[config.mk]
export PLATFORM = sky130hd
export DESIGN_NAME = microstate_sequencer
export DESIGN_NICKNAME = d
export VERILOG_FILES = /design/src/rtl/microstate_sequencer.sv
export SDC_FILE = /design/constraint.sdc
export NUM_CORES = 1
export LEC_CHECK = 0
export ABC_AREA = 1
export CORE_MARGIN = 4
export CORE_UTILIZATION = 49
export CTS_CLUSTER_DIAMETER = 80
export DETAILED_ROUTE_END_ITERATION = 16
export GPL_TIMING_DRIVEN = 0
export HOLD_SLACK_MARGIN = 0.1
export PLACE_DENSITY = 0.84
export SETUP_SLACK_MARGIN = 0.1
export SLEW_MARGIN = 20
export SYNTH_ARGS = -nofsm -noshare
export SYNTH_HDL_FRONTEND = slang
export SYNTH_SLANG_ARGS = --single-unit
[constraint.sdc]
create_clock -name clk -period 3.2 [get_ports clk]
set_clock_uncertainty 0.05 [all_clocks]
set_input_delay 0.32 -clock clk [delete_from_list [all_inputs] [get_ports clk]]
set_output_delay 0.32 -clock clk [all_outputs]
set_load 0.02 [all_outputs]
[src/rtl/microstate_sequencer.sv]
// microstate_sequencer: next-state logic for the microprogrammed control unit.
// Holds the current microstate and picks the next one from the control-ROM
// next-state field: increment, jump, opcode dispatch, conditional branch,
// memory-complete wait, single-level call/return and fetch restart.
// Optional feature macro: MOC_TIMEOUT_EN. When it is defined, a bounded wait
// counter forces ILLEGAL_STATE and sets a sticky flag if moc never arrives.
module microstate_sequencer #(
  parameter int STATE_W       = 7,
  parameter int RESET_STATE   = 0,
  parameter int FETCH_STATE   = 1,
  parameter int ILLEGAL_STATE = 127,
  parameter int MOC_TIMEOUT   = 15
) (
  input  logic               clk,
  input  logic               reset,
  input  logic [STATE_W-1:0] state_sel,
  input  logic [2:0]         ns_ctl,
  input  logic [STATE_W-1:0] cr_addr,
  input  logic [1:0]         cond_sel,
  input  logic               cond_inv,
  input  logic [3:0]         cond_in,
  input  logic               moc,
  output logic [STATE_W-1:0] cur_state,
  output logic               illegal_op,
  output logic               moc_timeout,
  output logic               waiting
);

  typedef enum logic [2:0] {
    NS_INC      = 3'd0,
    NS_JUMP     = 3'd1,
    NS_DISPATCH = 3'd2,
    NS_CBRANCH  = 3'd3,
    NS_WAIT_MOC = 3'd4,
    NS_RETURN   = 3'd5,
    NS_CALL     = 3'd6,
    NS_FETCH    = 3'd7
  } ns_ctl_e;

  localparam logic [STATE_W-1:0] RESET_S   = STATE_W'(RESET_STATE);
  localparam logic [STATE_W-1:0] FETCH_S   = STATE_W'(FETCH_STATE);
  localparam logic [STATE_W-1:0] ILLEGAL_S = STATE_W'(ILLEGAL_STATE);

  ns_ctl_e ns;
  assign ns = ns_ctl_e'(ns_ctl);

  logic [STATE_W-1:0] cur_state_q, cur_state_d;
  logic [STATE_W-1:0] ret_q, ret_d;
  logic               illegal_op_q, illegal_op_d;
  logic [STATE_W-1:0] state_inc;
  logic               cond_bit;
  logic               wait_stall;
  logic               timeout_hit;

  // Natural wrap of the adder gives the modulo-2^STATE_W increment.
  assign state_inc  = cur_state_q + STATE_W'(1);
  assign cond_bit   = cond_in[cond_sel] ^ cond_inv;
  assign wait_stall = (ns == NS_WAIT_MOC) && !moc;
  assign waiting    = wait_stall;

`ifdef MOC_TIMEOUT_EN
  localparam int CNT_W = (MOC_TIMEOUT < 1) ? 1 : $clog2(MOC_TIMEOUT + 1);
  localparam logic [CNT_W-1:0] CNT_MAX = CNT_W'(MOC_TIMEOUT);

  logic [CNT_W-1:0] wait_cnt_q, wait_cnt_d;
  logic             moc_timeout_q, moc_timeout_d;

  // A late moc in the final cycle wins because wait_stall already requires moc=0.
  assign timeout_hit = wait_stall && (wait_cnt_q == CNT_MAX);

  // Wait counter counts stalled cycles, clears otherwise, saturates at CNT_MAX.
  always_comb begin
    wait_cnt_d    = '0;
    moc_timeout_d = moc_timeout_q | timeout_hit;
    if (wait_stall && !timeout_hit) begin
      wait_cnt_d = (wait_cnt_q == CNT_MAX) ? wait_cnt_q : wait_cnt_q + CNT_W'(1);
    end
  end

  // Timeout state registers; moc_timeout is sticky until reset.
  always_ff @(posedge clk) begin
    if (reset) begin
      wait_cnt_q    <= '0;
      moc_timeout_q <= 1'b0;
    end else begin
      wait_cnt_q    <= wait_cnt_d;
      moc_timeout_q <= moc_timeout_d;
    end
  end

  assign moc_timeout = moc_timeout_q;
`else
  assign timeout_hit = 1'b0;
  assign moc_timeout = 1'b0;
`endif

  // Next-state, return-register and illegal-dispatch decode from ns_ctl.
  always_comb begin
    // NOTE: defaults first with blocking '=' so every path assigns every output and no latch is inferred.
    cur_state_d  = cur_state_q;
    ret_d        = ret_q;
    illegal_op_d = 1'b0;
    unique case (ns)
      NS_INC:      cur_state_d = state_inc;
      NS_JUMP:     cur_state_d = cr_addr;
      NS_DISPATCH: begin
        if (state_sel != '0) begin
          cur_state_d = state_sel;
        end else begin
          cur_state_d  = ILLEGAL_S;
          illegal_op_d = 1'b1;
        end
      end
      NS_CBRANCH:  cur_state_d = cond_bit ? cr_addr : state_inc;
      NS_WAIT_MOC: begin
        if (moc) begin
          cur_state_d = state_inc;
        end else if (timeout_hit) begin
          cur_state_d = ILLEGAL_S;
        end
      end
      NS_RETURN:   cur_state_d = ret_q;
      NS_CALL: begin
        cur_state_d = cr_addr;
        ret_d       = state_inc;
      end
      NS_FETCH:    cur_state_d = FETCH_S;
      default:     cur_state_d = cur_state_q;
    endcase
  end

  // Microstate, return address and illegal pulse registers; reset has priority.
  always_ff @(posedge clk) begin
    // NOTE: sequential state uses non-blocking '<=' so all registers update together at the edge.
    if (reset) begin
      cur_state_q  <= RESET_S;
      ret_q        <= '0;
      illegal_op_q <= 1'b0;
    end else begin
      cur_state_q  <= cur_state_d;
      ret_q        <= ret_d;
      illegal_op_q <= illegal_op_d;
    end
  end

  assign cur_state  = cur_state_q;
  assign illegal_op = illegal_op_q;

endmodule

==> flow_summary_export.csv, run 1 <==
group,metric,value,unit
status,status,"complete, no violations",
setup_path,critPathMaxFanout,8,
grt,gr-usage-all-layers,21.5,%
timing,rsz0062_at_grt,"false",
power_and_ir_drop,power_density,309,mW/mm²
setup_path,setup.worst_path.start_class,"input pin",
clock_tree,ctsHtreeMaxLevel,1,
yosys,syn_avg_cell_area,5.80,µm²
route,drtPass1Iterations,4,
power_and_ir_drop,p_int,321,µW
placement,hpwl,2600,µm
yosys,ys_async_sr_fraction,0,%
power_and_ir_drop,combPwrFrac,33.4,%
clock_tree,cts_tree,"yes",
floorplan,fp.dieH,56.8,µm
floorplan,core,0.00223,mm²
cells_and_area,syn_to_final_growth,35.4,%
power_and_ir_drop,power,487,µW
yosys,synth_cell_types,27,
yosys,ys_seq_area_share,25.8,%
route,vias,1374,
timing,hold_viol_final,0,
timing,finalCritPeriodShare,76.7,%
setup_path,cp-end-kind,"output pin",
power_and_ir_drop,p_sw,167,µW
floorplan,ios,37,
power_and_ir_drop,switching_share,34.2,%
power_and_ir_drop,peakVddDrop,0.272,mV
floorplan,start_util,52.2,%
job,maxCapViolations,0,
floorplan,dieArea,0.00322,mm²
grt,grtUsageMet3,3.91,%
grt,met1_usage,26.5,%
clock_tree,root_buffer,"clkbuf_4",
grt,grt_start_max_net_pins,11,
clock_tree,clk_path_buf_depth,2,
power_and_ir_drop,pwr-share-clk,23.5,%
yosys,synth-edff-count,0,
clock_tree,clkLatencyLatePin,0.30,ns
grt,grt_pass1_vias,1332,
yosys,ys_ff_latch,15,
placement,port_buffers,35,
timing,fmax,0.407,GHz
grt,grt_pass1_wl,5590,µm
route,ant_nets,0,
cells_and_area,drive_gt1_share,7.50,%
power_and_ir_drop,total_leakage_power,0.745,nW
clock_tree,cts_sinks,15,
floorplan,die_width,56.8,µm
route,routed_wl,3190,µm
yosys,synth_area,0.00116,mm²
grt,grt-ovfl-total,0,
timing,setup_viol,0,
grt,antenna_found_initial,0,
yosys,synth_area_leaders,"dfxtp_1 26%, nand2_1 17%, nand3_1 9.0%",
clock_tree,cts.clk_slew.worst_paths,0.10,ns
cells_and_area,antennaDiodeCount,0,
grt,top_usage_layer,"met2",
timing,tns,0,ns
yosys,ys_warn_count,0,
timing,drv_slew,0,
yosys,syn_inst,201,
route,drtIter0Drc,44,
cells_and_area,final_nets,269,
clock_tree,numCtsBuffers,3,
floorplan,core.rowCount,17,
yosys,dominantRegCellSynth,"dfxtp_1",
cells_and_area,final_cell_mix,"53 x nand2_1, 35 x clkdlybuf4s50_1, 27 x inv_1",
setup_path,worstPathArrival,2.08,ns
min_path,hp-class,"reg2reg",
grt,met2_usage,36.6,%
yosys,synth_top_area_cell,"dfxtp_1",
cells_and_area,fillers,212,
route,drc_errors,0,
power_and_ir_drop,p_seq_share,43.2,%
timing,min_period,2.45,ns
placement,gp_congestion,0.893,
setup_path,crit_required,2.83,ns
clock_tree,post_cts_resized,0,
yosys,synth_top_area_share,25.8,%
yosys,syn_nets,229,
clock_tree,cts_setup_buffers,0,
cells_and_area,mostFrequentLayoutCell,"nand2_1",
clock_tree,postCtsHoldBufs,0,
route,routed_via_density,5.13,
setup_path,critPathKind,"in2out",
route,routedWlPerCell,11.9,µm
-- sequential cells by signal, summed over array words and instances, names as in the netlist --
register and flops:
cur_state 7, ret_q 7, illegal_op 1
-- routing by layer --
layer | up-vias | wire length (µm)
li1 | 717 | -
met1 | 606 | 1480
met2 | 40 | 1480
met3 | 11 | 155
met4 | 0 | 85
met5 | - | 0
-- critical path, cell delays in order --
cell and delay [ns]:
clkdlybuf4s50_1 0.55, nor2_4 0.27, inv_2 0.10, nor3_2 0.19, clkdlybuf4s50_1 0.65
-- synthesized netlist by cell type (2+ instances only) --
cell type   n
o21ai_0    14
nand4_1     2
inv_1      27
nand3_1    21
o21bai_1    3
nor2_1     19
dfxtp_1    15
a21oi_1    18
inv_2       7
nand2_1    53
xor2_1      2
o21ai_1     5
-- cell type report --
cell class | instances | area (µm²) | area share (%)
multi-input combinational | 148 | 711 | 45.0
timing repair buffer | 35 | 350 | 22.2
sequential | 15 | 300 | 19.0
inverter | 35 | 131 | 8.33
tap | 28 | 35.0 | 2.22
clock buffer | 3 | 22.5 | 1.43
buffer | 3 | 22.5 | 1.43
clock inverter | 1 | 5.00 | 0.317
-- kinds of logic (layout without fill, tap and decap cells) --
family,Yosys count,in the layout,share of synthesized area [%]
and+or+nand+nor,103,103,39.5
AOI/OAI and AO/OA,40,40,17.8
buffers and inverters,38,77,13.2
DFF,15,15,25.8
xor gates and xnor gates,3,3,2.26
adders and majority gates,1,1,1.07
other,1,1,0.322
-- through the flow --
step	util [%]	hold WS, ns	instances	instance area [µm²]	setup WS (ns)
floorplan	-	0.348	201	1160	1.66
global placement	69.4	0.385	264	1550	0.823
detailed placement	69.4	0.399	264	1550	0.773
CTS	70.6	0.412	268	1580	0.760
global route	70.6	0.444	268	1580	0.637
finish	70.6	0.411	268	1580	0.746
-- power groups by stage --
stage	sequential (mW)	clock (mW)	combinational, mW
after floorplan	0.222	0	0.0796
after global placement	0.214	0	0.157
after detailed placement	0.214	0	0.160
after CTS	0.210	0.116	0.162
after global routing	0.213	0.126	0.181
final	0.210	0.114	0.163
-- path summary, 6_finish.rpt --
check / startpoint / end / slack [ns] / depth (start not counted)
worst max-delay path: ns_ctl[0] / waiting / 0.75 / 5
worst min-delay path: ret_q[2]$_SDFFE_PP0N_ / ret_q[2]$_SDFFE_PP0N_ / 0.41 / 2
worst max register to register: cur_state[0]$_SDFFE_PP0N_ / cur_state[6]$_SDFFE_PP0N_ / 1.56 / 9
worst min register to register: ret_q[2]$_SDFFE_PP0N_ / ret_q[2]$_SDFFE_PP0N_ / 0.41 / 2
Note: power is estimated with default switching activity, not from simulation.
==> run 2, diff against run 1 <==
- CORE_UTILIZATION: 49 -> 41
- PLACE_DENSITY: 0.84 -> 0.75
- clock period: 3.2 -> 2.2 ns (I/O delays scaled with it)
==> flow_summary_export.csv, run 2 (synthesis results as in run 1) <==
group,metric,value,unit
status,status,"complete, no violations",
cells_and_area,mostFrequentLayoutCell,"nand2_1",
cells_and_area,drive_gt1_share,7.88,%
cells_and_area,fillers,282,
clock_tree,clk_path_buf_depth,2,
setup_path,crit_required,1.93,ns
cells_and_area,multiInputGateArea,711,µm²
clock_tree,cts.clk_slew.worst_paths,0.09,ns
setup_path,setup.worst_path.start_class,"input pin",
clock_tree,numCtsBuffers,3,
timing,rsz0062_at_grt,"false",
floorplan,die_width,61.3,µm
floorplan,dieArea,0.00376,mm²
clock_tree,cts_tree,"yes",
power_and_ir_drop,total_leakage_power,0.755,nW
route,routedWlPerCell,11.3,µm
setup_path,critPathSlowestCell,"clkdlybuf4s50_1",
power_and_ir_drop,power_density,444,mW/mm²
timing,fmax,0.553,GHz
grt,grt_start_max_net_pins,11,
setup_path,critPathKind,"in2out",
cells_and_area,final_nets,270,
setup_path,critPathMaxFanout,6,
placement,hpwl,2410,µm
clock_tree,postCtsHoldBufs,0,
floorplan,fp.dieH,61.3,µm
clock_tree,cts_sinks,15,
floorplan,start_util,42.6,%
placement,gp_congestion,0.827,
grt,grt-ovfl-total,0,
grt,grt_pass1_vias,1237,
route,drtIter0Drc,51,
cells_and_area,syn_to_final_growth,36.2,%
placement,postPlaceCellArea,0.00155,mm²
clock_tree,clkLatencyLatePin,0.29,ns
route,vias,1343,
job,maxCapViolations,0,
placement,port_buffers,35,
timing,finalCritPeriodShare,82.2,%
route,routed_via_density,4.94,
setup_path,max_stage_delay,0.54,ns
min_path,hp-class,"reg2reg",
setup_path,worstPathArrival,1.54,ns
route,drtPass1Iterations,4,
route,routed_wl,3070,µm
floorplan,core.rowCount,19,
setup_path,crit_path_cell_trace,"clkdlybuf4s50_1 > nor2_4 > inv_2 > nor3_2 > dlygate4sd2_1",
floorplan,core,0.00273,mm²
timing,setup_slack,0.391,ns
floorplan,ios,37,
grt,grt_pass1_wl,5130,µm
cells_and_area,antennaDiodeCount,0,
cells_and_area,regArea,300,µm²
power_and_ir_drop,peakVddDrop,0.415,mV
timing,setup_viol,0,
placement,dpl_worst_slack,-0.00801,ns
setup_path,crit_family,"buffers and inverters",
cells_and_area,final_area,0.00159,mm²
grt,antenna_found_initial,0,
grt,gr-usage-all-layers,18.4,%
timing,min_period,1.81,ns
timing,hold_viol_final,0,
route,drc_errors,0,
route,ant_nets,0,
clock_tree,ctsHtreeMaxLevel,1,
setup_path,cp_num_buf_inv,3,
timing,drv_slew,0,
clock_tree,root_buffer,"clkbuf_4",
cells_and_area,final_cell_mix,"53 x nand2_1, 33 x clkdlybuf4s50_1, 27 x inv_1",
setup_path,cp-end-kind,"output pin",
-- run 2: cell types whose count changed in the layout (fill, tap and decap cells not counted) --
cell and change:
clkdlybuf4s50_1 -2, dlygate4sd2_1 +2, buf_4 +1
-- run 2: repair_timing --
action                                  4_1_cts  5_1_grt
endpoints found under the setup margin        1        0
gates resized for setup                       2        0
buffers inserted                              1        0
endpoints found under the hold margin         0        0
-- run 2: per-stage QoR --
| stage | setup TNS [ns] | util [%] | hold WS [ns] | power (mW) | instances |
|---|---|---|---|---|---|
| global placement | -0.00378 | 56.8 | 0.389 | 0.542 | 267 |
| finish | 0 | 58.0 | 0.411 | 0.705 | 272 |
| floorplan | 0 | - | 0.248 | 0.438 | 201 |
| global route | 0 | 58.0 | 0.448 | 0.753 | 272 |
| CTS | 0 | 58.0 | 0.415 | 0.709 | 272 |
| detailed placement | -0.00801 | 56.8 | 0.398 | 0.543 | 267 |
-- run 2: worst paths after layout --
kind	from	endpoint	slack (ns)	cells past startpoint
min reg2reg	ret_q[0]$_SDFFE_PP0N_	ret_q[0]$_SDFFE_PP0N_	0.41	2
max	ns_ctl[0]	waiting	0.39	5
max reg2reg	cur_state[0]$_SDFFE_PP0N_	cur_state[6]$_SDFFE_PP0N_	0.56	9
min	ret_q[0]$_SDFFE_PP0N_	ret_q[0]$_SDFFE_PP0N_	0.41	2
-- run 2: layout make-up --
type                       instances  share of cell area [%]
inverter                          35                    8.28
sequential                        15                    18.9
timing repair buffer              36                    22.4
clock inverter                     1                   0.315
tap                               31                    2.44
buffer                             3                    1.42
clock buffer                       3                    1.42
multi-input combinational        148                    44.8
-- run 2: tightest hold or removal path, cell delays in order, from the launching register on --
cell,delay [ns]
dfxtp_1,0.31
inv_1,0.06
a21oi_1,0.05
-- run 2: report_power, final --
| part | internal, mW | switching [mW] |
|---|---|---|
| Combinational | 0.109 | 0.124 |
| Clock | 0.0678 | 0.0979 |
| Sequential | 0.289 | 0.0166 |
-- run 2: routing by layer --
layer / part of all wire (%) / up-vias / track usage [%]
met1: 45 / 578 / 23.0
li1: - / 720 / -
met3: 8.0 / 5 / 4.82
met2: 46 / 40 / 30.7
met5: 0 / - / 0
met4: 1.1 / 0 / 6.19
==> run 3, diff against run 2 <==
- clock period: 2.2 -> 1.5 ns (I/O delays scaled with it)
==> flow_summary_export.csv, run 3 (synthesis results as in run 1) <==
group,metric,value,unit
cells_and_area,fin_cells,277,
setup_path,worstPathArrival,1.57,ns
timing,fmax,0.720,GHz
cells_and_area,multiInputGateArea,847,µm²
clock_tree,clkLatencyLatePin,0.29,ns
clock_tree,cts.clk_slew.worst_paths,0.09,ns
timing,hold_viol_final,0,
placement,gp_congestion,0.845,
route,drc_errors,0,
cells_and_area,fillers,242,
power_and_ir_drop,peakVddDrop,0.507,mV
route,routed_via_density,4.98,
job,maxCapViolations,0,
placement,hpwl,2390,µm
cells_and_area,final_cell_mix,"44 x nand2_1, 27 x inv_1, 20 x clkdlybuf4s50_1",
clock_tree,root_buffer,"clkbuf_4",
cells_and_area,drive_gt1_share,22.4,%
grt,grt_start_max_net_pins,11,
route,drtPass1Iterations,4,
clock_tree,clk_path_buf_depth,2,
placement,port_buffers,35,
route,routed_wl,3400,µm
placement,placedCellCount,267,
power_and_ir_drop,power,1.08,mW
setup_path,critPathMaxFanout,6,
cells_and_area,final_area,0.00176,mm²
route,routedWlPerCell,12.3,µm
setup_path,critPathKind,"reg2reg",
clock_tree,cts_sinks,15,
placement,dpl_worst_slack,-0.585,ns
cells_and_area,post-route-util,64.3,%
cells_and_area,regArea,317,µm²
power_and_ir_drop,power_density,615,mW/mm²
status,status,"complete, no violations",
timing,min_period,1.39,ns
timing,finalCritPeriodShare,92.6,%
route,ant_nets,0,
min_path,hp-class,"in2reg",
route,drtIter0Drc,86,
timing,rsz0062_at_grt,"true",
grt,grt_pass1_vias,1302,
grt,grt-ovfl-total,0,
placement,postPlaceCellArea,0.00156,mm²
clock_tree,cts_tree,"yes",
cells_and_area,mostFrequentLayoutCell,"nand2_1",
cells_and_area,syn_to_final_growth,51.0,%
power_and_ir_drop,total_leakage_power,0.865,nW
floorplan,fp.dieH,61.3,µm
clock_tree,numCtsBuffers,3,
floorplan,ios,37,
timing,setup_slack,0.111,ns
timing,fin_hold_ws,0.285,ns
setup_path,crit_required,1.68,ns
floorplan,start_util,42.6,%
floorplan,core,0.00273,mm²
floorplan,core.rowCount,19,
setup_path,cp-end-kind,"flop",
grt,gr-usage-all-layers,19.4,%
cells_and_area,antennaDiodeCount,0,
timing,tns,0,ns
grt,antenna_found_initial,0,
setup_path,setup.worst_path.start_class,"flop",
floorplan,die_width,61.3,µm
timing,drv_slew,0,
floorplan,dieArea,0.00376,mm²
timing,setup_viol,0,
route,vias,1380,
clock_tree,ctsHtreeMaxLevel,1,
cells_and_area,final_nets,275,
grt,grt_pass1_wl,5470,µm
==> run 3: worst max-delay path, cell delays in order, from the launching register on <==
cell and delay [ns]:
dfxtp_4 0.39, ha_4 0.15, nand3_4 0.09, nor2_4 0.12, nand3b_1 0.12, nand2_2 0.10, nand3_2 0.06, nand3_2 0.07
nand2_2 0.06, a21oi_2 0.12
==> run 3: per-layer routing <==
metal	vias up	track usage [%]	share of wire, %
li1	735	-	-
met3	5	3.77	7.4
met1	592	25.1	44
met4	0	5.88	1.1
met2	48	32.3	47
met5	-	0	0
==> run 3: cell type report <==
class / instances / share of cell area, %
Timing Repair Buffer: 41 / 21.4
Inverter: 35 / 7.47
Clock buffer: 4 / 1.49
Tap cell: 31 / 2.20
Multi-Input combinational cell: 148 / 48.2
Buffer: 3 / 1.28
Sequential cell: 15 / 18.0
==> run 3: final timing paths <==
path / from / endpoint / slack, ns / cells past startpoint
worst max register to register: cur_state[0]$_SDFFE_PP0N_ / cur_state[6]$_SDFFE_PP0N_ / 0.11 / 9
worst max-delay path: cur_state[0]$_SDFFE_PP0N_ / cur_state[6]$_SDFFE_PP0N_ / 0.11 / 9
worst min register to register: ret_q[2]$_SDFFE_PP0N_ / ret_q[2]$_SDFFE_PP0N_ / 0.41 / 2
worst min-delay path: ns_ctl[2] / ret_q[0]$_SDFFE_PP0N_ / 0.28 / 3
==> run 3: repair_timing <==
| item | 4_1_cts | 5_1_grt |
|---|---|---|
| endpoints found under the setup margin | 16 | 9 |
| pin swaps | 4 | 13 |
| hold buffers | 0 | 0 |
| resized for setup | 25 | 35 |
| buffers inserted | 1 | 5 |
==> run 3: report_power, final <==
| part | switching (mW) | leakage (nW) | internal, mW |
|---|---|---|---|
| Sequential | 0.0294 | 0.126 | 0.425 |
| Clock | 0.141 | 0.0150 | 0.104 |
| Combinational | 0.212 | 0.724 | 0.170 |
| Total | 0.383 | 0.865 | 0.698 |
